==> src/rtl/execute_md_pkg.sv <==
// Shared encodings for the EX stage multiply/divide slice.
// EXECUTE_MD_DIV_EN enables the DIVU/REMU encodings.
package execute_md_pkg;

  typedef enum logic [1:0] {
    MD_NONE = 2'b00,
    MD_MUL  = 2'b01,
    MD_DIVU = 2'b10,
    MD_REMU = 2'b11
  } md_op_e;

  typedef enum logic [1:0] {
    ST_IDLE = 2'b00,
    ST_RUN  = 2'b01,
    ST_DONE = 2'b10
  } md_state_e;

  localparam logic [1:0] FWD_REG = 2'b00;
  localparam logic [1:0] FWD_WB  = 2'b01;
  localparam logic [1:0] FWD_MEM = 2'b10;

  localparam logic [3:0] ALU_AND = 4'b0000;
  localparam logic [3:0] ALU_OR  = 4'b0001;
  localparam logic [3:0] ALU_ADD = 4'b0010;
  localparam logic [3:0] ALU_SUB = 4'b0110;
  localparam logic [3:0] ALU_SLT = 4'b0111;
  localparam logic [3:0] ALU_NOR = 4'b1100;

  // Without the divider, 10/11 fall back to the plain ALU path.
  function automatic md_op_e md_op_eff(logic [1:0] op);
`ifdef EXECUTE_MD_DIV_EN
    return md_op_e'(op);
`else
    return (op == MD_MUL) ? MD_MUL : MD_NONE;
`endif
  endfunction

endpackage

==> src/rtl/ALU.sv <==
// Integer ALU: and/or/add/sub/slt/nor.
// Purely combinational.
module ALU
  import execute_md_pkg::*;
#(
  parameter int XLEN = 32
) (
  input  logic [XLEN-1:0] a,
  input  logic [XLEN-1:0] b,
  input  logic [3:0]      ctl,
  output logic [XLEN-1:0] result
);

  logic lt;

  assign lt = $signed(a) < $signed(b);

  always_comb begin
    result = '0;
    unique case (ctl)
      ALU_AND: result = a & b;
      ALU_OR:  result = a | b;
      ALU_ADD: result = a + b;
      ALU_SUB: result = a - b;
      ALU_SLT: result = {{(XLEN-1){1'b0}}, lt};
      ALU_NOR: result = ~(a | b);
      default: result = '0;
    endcase
  end

endmodule

==> src/rtl/ALU_CONTROL.sv <==
// ALU operation decoder: alu_op from EX control,
// funct from imm[5:0] for R-type.
module ALU_CONTROL
  import execute_md_pkg::*;
(
  input  logic [1:0] alu_op,
  input  logic [5:0] funct,
  output logic [3:0] alu_ctl
);

  logic [3:0] rtype;

  always_comb begin
    rtype = ALU_ADD;
    unique case (1'b1)
      (funct == 6'h20): rtype = ALU_ADD;
      (funct == 6'h22): rtype = ALU_SUB;
      (funct == 6'h24): rtype = ALU_AND;
      (funct == 6'h25): rtype = ALU_OR;
      (funct == 6'h27): rtype = ALU_NOR;
      (funct == 6'h2a): rtype = ALU_SLT;
      default:          rtype = ALU_ADD;
    endcase
  end

  always_comb begin
    alu_ctl = ALU_ADD;
    unique case (alu_op)
      2'b00:   alu_ctl = ALU_ADD;
      2'b01:   alu_ctl = ALU_SUB;
      2'b10:   alu_ctl = rtype;
      default: alu_ctl = ALU_AND;
    endcase
  end

endmodule

==> src/rtl/md_unit.sv <==
// Iterative multiply / restoring divide, one bit per cycle.
// Divider datapath only present with EXECUTE_MD_DIV_EN.
module md_unit
  import execute_md_pkg::*;
#(
  parameter int XLEN = 32
) (
  input  logic            clk,
  input  logic            rst,
  input  logic            kill,
  input  logic            start,
  input  md_op_e          op,
  input  logic [XLEN-1:0] a,
  input  logic [XLEN-1:0] b,
  output logic            busy,
  output logic            done,
  output logic [XLEN-1:0] result
);

  localparam int CW = $clog2(XLEN) + 1;

  md_state_e       state;
  md_op_e          op_q;
  logic [CW-1:0]   cnt;
  logic [XLEN-1:0] p;
  logic [XLEN-1:0] q;
  logic [XLEN-1:0] d;

`ifdef EXECUTE_MD_DIV_EN
  logic [XLEN:0] rem_sh;
  logic [XLEN:0] diff;

  assign rem_sh = {p, q[XLEN-1]};
  assign diff   = rem_sh - {1'b0, d};
`endif

  always_ff @(posedge clk or negedge rst) begin
    if (!rst) begin
      state <= ST_IDLE;
      op_q  <= MD_NONE;
      cnt   <= '0;
      p     <= '0;
      q     <= '0;
      d     <= '0;
    end else if (kill) begin
      state <= ST_IDLE;
      cnt   <= '0;
    end else begin
      unique case (state)
        ST_IDLE: begin
          if (start) begin
            state <= ST_RUN;
            op_q  <= op;
            cnt   <= '0;
            p     <= '0;
            // mul: q=multiplier, d=multiplicand
            // div: q=dividend,  d=divisor
            if (op == MD_MUL) begin
              q <= b;
              d <= a;
            end else begin
              q <= a;
              d <= b;
            end
          end
        end
        ST_RUN: begin
          cnt <= cnt + 1'b1;
          if (cnt == CW'(XLEN-1))
            state <= ST_DONE;
          if (op_q == MD_MUL) begin
            if (q[0])
              p <= p + d;
            q <= q >> 1;
            d <= d << 1;
          end
`ifdef EXECUTE_MD_DIV_EN
          else if (!diff[XLEN]) begin
            p <= diff[XLEN-1:0];
            q <= {q[XLEN-2:0], 1'b1};
          end else begin
            p <= rem_sh[XLEN-1:0];
            q <= {q[XLEN-2:0], 1'b0};
          end
`endif
        end
        ST_DONE: begin
          state <= ST_IDLE;
          cnt   <= '0;
        end
        default: state <= ST_IDLE;
      endcase
    end
  end

  assign busy = (state == ST_RUN);
  assign done = (state == ST_DONE);

  always_comb begin
    result = p;
    if (op_q == MD_DIVU)
      result = q;
  end

endmodule

==> src/rtl/execute_md.sv <==
// EX stage with forwarding, ALU and iterative mul/div unit.
// Define EXECUTE_MD_DIV_EN to build in DIVU/REMU.
module execute_md
  import execute_md_pkg::*;
#(
  parameter int XLEN = 32,
  parameter int REGW = 5
) (
  input  logic            clk,
  input  logic            rst,
  input  logic            enable,
  input  logic            flush,
  input  logic [1:0]      wb_in,
  input  logic [2:0]      m_in,
  input  logic [3:0]      ex_in,
  input  logic [1:0]      md_op,
  input  logic [XLEN-1:0] npc,
  input  logic [XLEN-1:0] rdata1,
  input  logic [XLEN-1:0] rdata2,
  input  logic [XLEN-1:0] imm,
  input  logic [REGW-1:0] rt,
  input  logic [REGW-1:0] rd,
  input  logic [1:0]      forward_a_sel,
  input  logic [1:0]      forward_b_sel,
  input  logic [XLEN-1:0] wb_data,
  input  logic [XLEN-1:0] mem_alu_result,
  output logic            md_busy,
  output logic [1:0]      wb_ctlout,
  output logic [2:0]      m_ctlout,
  output logic [XLEN-1:0] add_result,
  output logic            zero,
  output logic [XLEN-1:0] alu_result,
  output logic [XLEN-1:0] rdata2out,
  output logic [REGW-1:0] dest_out
);

  logic [XLEN-1:0] op_a;
  logic [XLEN-1:0] op_b;
  logic [XLEN-1:0] alu_b;
  logic [XLEN-1:0] alu_res;
  logic [XLEN-1:0] md_res;
  logic [3:0]      alu_ctl;
  md_op_e          op_eff;
  logic            md_start;
  logic            md_run;
  logic            md_done;

  always_comb begin
    op_a = rdata1;
    unique case (forward_a_sel)
      FWD_WB:  op_a = wb_data;
      FWD_MEM: op_a = mem_alu_result;
      default: op_a = rdata1;
    endcase
  end

  always_comb begin
    op_b = rdata2;
    unique case (forward_b_sel)
      FWD_WB:  op_b = wb_data;
      FWD_MEM: op_b = mem_alu_result;
      default: op_b = rdata2;
    endcase
  end

  assign alu_b = ex_in[0] ? imm : op_b;

  ALU_CONTROL u_alu_ctl (
    .alu_op (ex_in[2:1]),
    .funct  (imm[5:0]),
    .alu_ctl(alu_ctl)
  );

  ALU #(.XLEN(XLEN)) u_alu (
    .a     (op_a),
    .b     (alu_b),
    .ctl   (alu_ctl),
    .result(alu_res)
  );

  assign op_eff   = md_op_eff(md_op);
  assign md_start = (op_eff != MD_NONE) && enable && !flush;

  md_unit #(.XLEN(XLEN)) u_md (
    .clk   (clk),
    .rst   (rst),
    .kill  (flush),
    .start (md_start),
    .op    (op_eff),
    .a     (op_a),
    .b     (op_b),
    .busy  (md_run),
    .done  (md_done),
    .result(md_res)
  );

  // Start is only honoured from IDLE, so DONE masks it.
  assign md_busy = rst & (md_run | (md_start & ~md_done));

  always_ff @(posedge clk or negedge rst) begin
    if (!rst) begin
      wb_ctlout  <= '0;
      m_ctlout   <= '0;
      add_result <= '0;
      zero       <= 1'b0;
      alu_result <= '0;
      rdata2out  <= '0;
      dest_out   <= '0;
    end else if (flush || md_busy) begin
      wb_ctlout <= '0;
      m_ctlout  <= '0;
    end else if (enable) begin
      wb_ctlout  <= wb_in;
      m_ctlout   <= m_in;
      add_result <= npc + (imm << 2);
      rdata2out  <= op_b;
      dest_out   <= ex_in[3] ? rd : rt;
      if (md_done) begin
        alu_result <= md_res;
        zero       <= (md_res == '0);
      end else begin
        alu_result <= alu_res;
        zero       <= (alu_res == '0);
      end
    end
  end

endmodule

==> config.mk <==
export PLATFORM = sky130hd
export DESIGN_NAME = execute_md
export DESIGN_NICKNAME = d
export VERILOG_FILES = /design/src/rtl/execute_md_pkg.sv /design/src/rtl/ALU.sv /design/src/rtl/ALU_CONTROL.sv /design/src/rtl/md_unit.sv /design/src/rtl/execute_md.sv
export SDC_FILE = /design/constraint.sdc
export NUM_CORES = 1
export LEC_CHECK = 0
export BUFFER_PORTS_ARGS = -buffer_cell sky130_fd_sc_hd__buf_2
export CAP_MARGIN = 15
export CORE_MARGIN = 5
export CORE_UTILIZATION = 43
export CTS_BUF_LIST = sky130_fd_sc_hd__clkbuf_8
export CTS_CLUSTER_DIAMETER = 100
export CTS_CLUSTER_SIZE = 12
export DETAILED_ROUTE_END_ITERATION = 8
export GPL_TIMING_DRIVEN = 0
export PLACE_DENSITY = 0.61
export SYNTH_ARGS = -nofsm -noshare
export SYNTH_HDL_FRONTEND = slang
export SYNTH_SLANG_ARGS = --single-unit
export TNS_END_PERCENT = 5
==> constraint.sdc <==
create_clock -name clk -period 4 [get_ports clk]
set_clock_uncertainty 0.1 [all_clocks]
set_input_delay 0.2 -clock clk [delete_from_list [all_inputs] [get_ports clk]]
set_output_delay 0.2 -clock clk [all_outputs]
set_load 0.03 [all_outputs]
## Word level (Yosys, flattened, before mapping)

Index checks and enable logic that the tools add are counted.

- RAM bits: 0
- ROM bits: 0
- Latch bits: 0
- Memories kept: 0
- Bits in registers: 213
- Input port bits: 221
- Logic and storage cells: 109

- Shift operators: 0
- Muxes and demuxes: 34
- Add/subtract/negate cells: 5
- Bitwise gates (word level): 9
- Reductions and logical operators: 19
- Multipliers: 0
- Order comparisons: 1
- Div/mod/pow operators: 0
- Eq/ne operators: 28

Operator list:

| operator | number |
|---|---|
| $mux 32 | 12 |
| $pmux 32 s2 | 5 |
| $pmux 32 s6 | 1 |
| $add 32x32->32 | 3 |
| $logic_not 32->1 | 2 |
| $and 32x32->32 | 1 |
| $lt 32x32->1 | 1 |
| $not 32->32 | 1 |
| $or 32x32->32 | 1 |
| $sub 32x32->32 | 1 |
| $eq 6x6->1 const B | 5 |
| $pmux 4 s5 | 1 |
| $pmux 6 s3 | 1 |
| $eq 2x1->1 const B | 6 |
| $mux 6 | 2 |
| $pmux 4 s3 | 1 |
| $eq 2x2->1 const B | 5 |
| $mux 2 | 5 |
| $eq 4x3->1 const B | 2 |
| $add 6x1->6 const B | 1 |
| $eq 6x5->1 const B | 1 |
| $mux 3 | 2 |
| $reduce_and 2->1 | 3 |
| $reduce_bool 2->1 | 3 |
| other kinds (23) | 30 |

## Longest topological paths before layout

- Depth in word-level cells: 11
- Depth in mapped cells: 22

## Hierarchy

A second synthesis with hierarchy kept.

- Cells, all modules: 2662
- Area total of the unflattened synthesis: 19976.7 um2

Modules (own cells, without submodules):

| module | cells an instance | area each (um2) | times used |
|---|---|---|---|
| execute_md | 1016 | 7912.6 | 1 |
| md_unit | 896 | 7095.6 | 1 |
| ALU | 736 | 4878.4 | 1 |
| ALU_CONTROL | 14 | 90.1 | 1 |

## Worst setup path before layout

OpenSTA, ideal clock, no wires.

- Kind: in2reg
- Start: in forward_b_sel[0]
- End: reg zero
- Setup slack: -572 ps
- Buffers on the path: 3
- Cell stages on the path: 21
- Required time: 3826 ps
- Setup time: 74 ps
- Data arrival time: 4398 ps
- Cell sequence: inv_1 ha_1 clkbuf_1 clkbuf_1 nand2_1 o21a_1 o21ai_0 ha_1 buf_6 or3_1 a311o_1 a21o_1 a211oi_4 o21ai_0 xnor2_1 a211o_1 nor4_1 nand4b_1 nor4_1 nand4_1 o21ai_2

- Word-level cells in the longest chain between the ends: 8
- Elaborated cells between the ends (all ways): 13
- Classes of those cells: add/sub (2); order compare (1); eq/ne (2); mux (4); bitwise (3); reduce/logical (1)

RTL lines:

| item | line | RTL |
|---|---|---|
| start, declared | execute_md.sv:24 | `input logic [1:0] forward_b_sel,` |
| $eq 2x2->1 / $eq 2x1->1 (equally long branches) | execute_md.sv:59 | `unique case (forward_b_sel)` |
| $pmux 32 s2 * | execute_md.sv:59 |  |
| $mux 32 * | execute_md.sv:66 | `assign alu_b = ex_in[0] ? imm : op_b;` |
| parallel branches: the longest is 2 deep, another holds $sub 32x32->32 | n/a |  |
| $pmux 32 s6 * | ALU.sv:20 | `unique case (ctl)` |
| $logic_not 32->1 * | execute_md.sv:123 | `zero <= (alu_res == '0);` |
| $mux 1 * | execute_md.sv:118 | `if (md_done) begin` |
| end signal, assigned | execute_md.sv:120 | `zero <= (md_res == '0);` |
| end signal, assigned | execute_md.sv:123 |  |
| end, declared | execute_md.sv:31 | `output logic zero,` |

Mark *: on every way between the ends.
A chain may end at the register's enable or synchronous reset.

## Worst setup path after layout

- Start: in forward_a_sel[0]
- End: reg zero

- Word-level cells in the longest chain between the ends: 7
- Elaborated cells between the ends (all ways): 12
- Classes of those cells: add/sub (2); order compare (1); eq/ne (2); mux (3); bitwise (3); reduce/logical (1)

RTL lines:

| item | line | RTL |
|---|---|---|
| start, declared | execute_md.sv:23 | `input logic [1:0] forward_a_sel,` |
| $eq 2x2->1 / $eq 2x1->1 (equally long branches) | execute_md.sv:50 | `unique case (forward_a_sel)` |
| $pmux 32 s2 * | execute_md.sv:50 |  |
| parallel branches: the longest is 2 deep, another holds $sub 32x32->32 | n/a |  |
| $pmux 32 s6 * | ALU.sv:20 |  |
| $logic_not 32->1 * | execute_md.sv:123 |  |
| $mux 1 * | execute_md.sv:118 |  |

Marked as above.

==> key figures <==
Setup path
  – Crit end category: flip-flop
  – FF-to-FF path depth: 7
  – WS Path Type: input pin to flip-flop
  – R2R Path End: add_result[28]$_DFFE_PN0P_
  – Crit path launch type: input pin
  – FF-to-FF setup slack: 0.05 ns
  – Worst endpoint required time: 4.46 ns
  – Crit path max fanout: 8
  – R2R Path Start: u_md.state[1]$_DFFE_PN0P_
  – Critical Path AT: 4.81 ns

Global route
  – Vias in the first global route: 21181
  – Global-route wire length before repair: 136000 µm
  – Initial antenna violation count: 9
  – Met2 usage: 57.5%
  – GR peak layer: met2
  – All-layer global routing usage: 35.9%
  – GR Overflow Total: 0
  – Largest net degree at the start of global routing: 87
  – M1 GR Usage: 48.4%
  – GRT met3 Usage: 6.20%

STA
  – Max Slew Vio Count: 0
  – Fin worst setup slack: -0.351 ns
  – Final critical-path required period: 4.35 ns
  – Final worst path period share: 109%
  – Final Hold Fails: 1
  – Worst-margin pin slew: 1.09 ns
  – Setup violators final: 8
  – RSZ-0062 raised after global routing: true
  – Slew HR: 26.5%
  – Fmax: 230 MHz
  – WHS: -0.0289 ns

Detailed routing
  – Initial drt markers: 2369
  – Post-route ant nets: 0
  – Total Wirelength: 93000 µm
  – Vias per Instance: 6.21
  – Via Count: 21890
  – Initial DRT Pass Iterations: 6
  – Wire length per cell: 26.4 µm
  – DRC: 0

Job
  – Max Cap Violations: 0

Logic synthesis
  – Synthesized area: 19100 µm²
  – Top_reg_cell synth: dfrtp_1
  – Synthesized net count: 2846
  – Post-synthesis cell type count: 90
  – Ys async rst share: 100%
  – Synth Warn #: 0
  – EDFF count, synth: 0
  – Seq/Total Area, Yosys: 27.7%
  – Synthesized area per cell: 7.78 µm²
  – FF+latch count, synth: 212
  – Synth Instances: 2460

Status
  – Failing checks: hold timing, setup timing
  – Status: complete, but fails checks

Power
  – Worst vdd ir: 0.000261 V
  – Pwr Density: 395 nW/µm²
  – Leak pwr: 11.4 nW

Clock tree
  – TritonCTS clock tree: built
  – CTS sink cnt: 212
  – H-tree depth: 1
  – CTS Buf Count: 22
  – CTS Buffer Depth: 3
  – Clock Pin Slew Worst Setup and Hold Paths: 0.09 ns
  – Worst-Skew Late Latency: 0.62 ns
  – Root buffer cell: clkbuf_8

Finish
  – Area growth syn-to-layout: 27.8%
  – Fraction of layout cells with a size suffix above 1: 22.4%
  – Most common cell after layout, fill and taps aside: nand2_1
  – Commonest cells after routing, fill and taps aside: 354 x nand2_1, 325 x buf_2, 320 x o21ai_0
  – Finished Cell Area: 24500 µm²
  – Final net count: 3305
  – Final Non-Filler Cells: 3523

Floorplan
  – Num rows: 77
  – Die area: 48800 µm²
  – Die Height: 221 µm
  – Die width: 221 µm
  – Ports: 329
  – Initial core utilization: 43.4%
  – Core ar.: 44100 µm²

Placement
  – Detailed Place HPWL: 72900 µm
  – Area of placed instances: 21700 µm²
  – IO Port Bufs: 324
  – Inst Count DP: 3378
  – RePlAce Congestion: 0.994

Hold path
  – Worst hold path depth: 3
  – Worst min-delay path class: input pin to flip-flop
  – Hold path endpoint: dest_out[4]$_DFFE_PN0P_
  – Worst Hold Launch: rt[4]
-- synth_stat cells (6+ instances only) --
cell type | n | area (µm²)
clkbuf_8 | 10 | 138
buf_1 | 18 | 67.6
and2_1 | 6 | 37.5
a211o_1 | 9 | 78.8
a31oi_1 | 20 | 125
xnor2_1 | 70 | 613
clkbuf_1 | 119 | 447
a22oi_1 | 80 | 601
dfrtp_1 | 212 | 5310
nor2b_1 | 16 | 100
mux2i_1 | 28 | 280
o21ai_0 | 357 | 1790
nand4_1 | 12 | 75.1
buf_6 | 8 | 90.1
o31ai_1 | 20 | 150
nor4_1 | 23 | 144
nand2b_1 | 26 | 163
o31a_1 | 7 | 61.3
o21bai_1 | 12 | 90.1
nor2_1 | 150 | 563
o21a_1 | 41 | 308
inv_1 | 122 | 458
nand3_1 | 17 | 85.1
a22o_1 | 28 | 245
a21oi_1 | 156 | 781
a211oi_1 | 25 | 188
a221oi_1 | 9 | 78.8
or2_2 | 8 | 50.1
a222oi_1 | 10 | 100
nor3_1 | 35 | 175
and3_1 | 6 | 37.5
ha_1 | 161 | 2010
xor2_1 | 33 | 289
or3_1 | 9 | 56.3
a21o_1 | 56 | 420
nand2_1 | 356 | 1340
o211ai_1 | 76 | 571
-- cell type report --
cell class,count,area [µm²]
clock inverter,4,30.0
clock buffer,23,317
fill,4319,19700
buffer,155,1040
timing repair buffer,441,2880
antenna,9,22.5
inverter,122,465
multi-input combinational,1965,13700
tap,592,741
sequential,212,5310
-- flip-flops by register name, summed over array words and instances, names as in the netlist, 2 cells and up --
| signal | flops |
|---|---|
| m_ctlout | 3 |
| u_md.d | 32 |
| alu_result | 32 |
| dest_out | 5 |
| u_md.state | 2 |
| u_md.q | 32 |
| wb_ctlout | 2 |
| u_md.p | 32 |
| rdata2out | 32 |
| u_md.cnt | 6 |
| add_result | 32 |
-- routing by layer --
metal  part of all wire, %  up-vias
met4                   5.2        0
met3                   8.0      227
met5                     0        -
met2                    45     1137
met1                    42    10728
li1                      -     9798
-- stage by stage --
| stage | worst slack, ns | utilization [%] | TNS (ns) | power, mW | hold WS [ns] |
|---|---|---|---|---|---|
| after floorplan | -0.181 | - | -0.181 | 5.95 | -0.196 |
| after global placement | -3.41 | 49.1 | -571.79 | 7.55 | 0.332 |
| after detailed placement | -2.77 | 49.3 | -67.94 | 7.59 | 0.0283 |
| after CTS | -0.182 | 54.5 | -0.223 | 9.42 | 0.00234 |
| after global routing | -0.406 | 55.4 | -1.98 | 10.1 | 0.0130 |
| final | -0.351 | 55.4 | -0.914 | 9.66 | -0.0289 |
-- what timing repair did --
item                                    4_1_cts  5_1_grt
endpoints found under the setup margin       33       23
hold endpoints to repair                    168        0
hold buffers                                 57        0
resized for setup                           233       67
pin swaps                                    50       40
buffers inserted                             37       20
cloned                                        1        0
-- worst max-delay path, cell delays in order --
cell and delay, ns:
buf_4 0.10, inv_2 0.04, ha_4 0.27, clkbuf_16 0.14, clkbuf_16 0.15, nor2_2 0.06
a21oi_4 0.28, inv_2 0.11, buf_4 0.15, buf_4 0.14, fa_2 0.41, nand2b_2 0.13
a2111oi_4 0.11, buf_4 0.16, buf_4 0.13, o21ai_0 0.28, a21oi_1 0.12, a211oi_1 0.33
xnor2_1 0.17, o21ai_1 0.19, nor4_2 0.31, nand4b_1 0.19, nor4_4 0.31, nand4_1 0.17
o21ai_2 0.15
-- cells by family after synthesis --
logic type / share of synthesized area, %
AND/OR/NAND/NOR: 15.8
XOR/XNOR: 4.71
adder cells (fa/ha/maj): 10.9
AO/OA/AOI/OAI: 32.5
flip-flops: 27.7
buffers and inverters: 6.56
multiplexers: 1.76
-- worst max-delay path by stage --
stage	from	to	slack (ns)	cells past startpoint
finish	forward_a_sel[0]	zero$_DFFE_PN0P_	-0.35	25
global route	forward_b_sel[0]	zero$_DFFE_PN0P_	-0.41	23
CTS	forward_a_sel[0]	zero$_DFFE_PN0P_	-0.18	24
detailed placement	forward_b_sel[0]	zero$_DFFE_PN0P_	-2.77	20
global placement	rst	rdata2out[29]$_DFFE_PN0P_	-3.41	6
floorplan	forward_b_sel[0]	zero$_DFFE_PN0P_	-0.18	21
-- power breakdown --
part / internal (mW) / switching (mW)
Combinational: 1.94 / 3.29
Sequential: 2.61 / 0.429
Clock: 0.528 / 0.863
No activity file was read; power rests on OpenSTA's default activity.
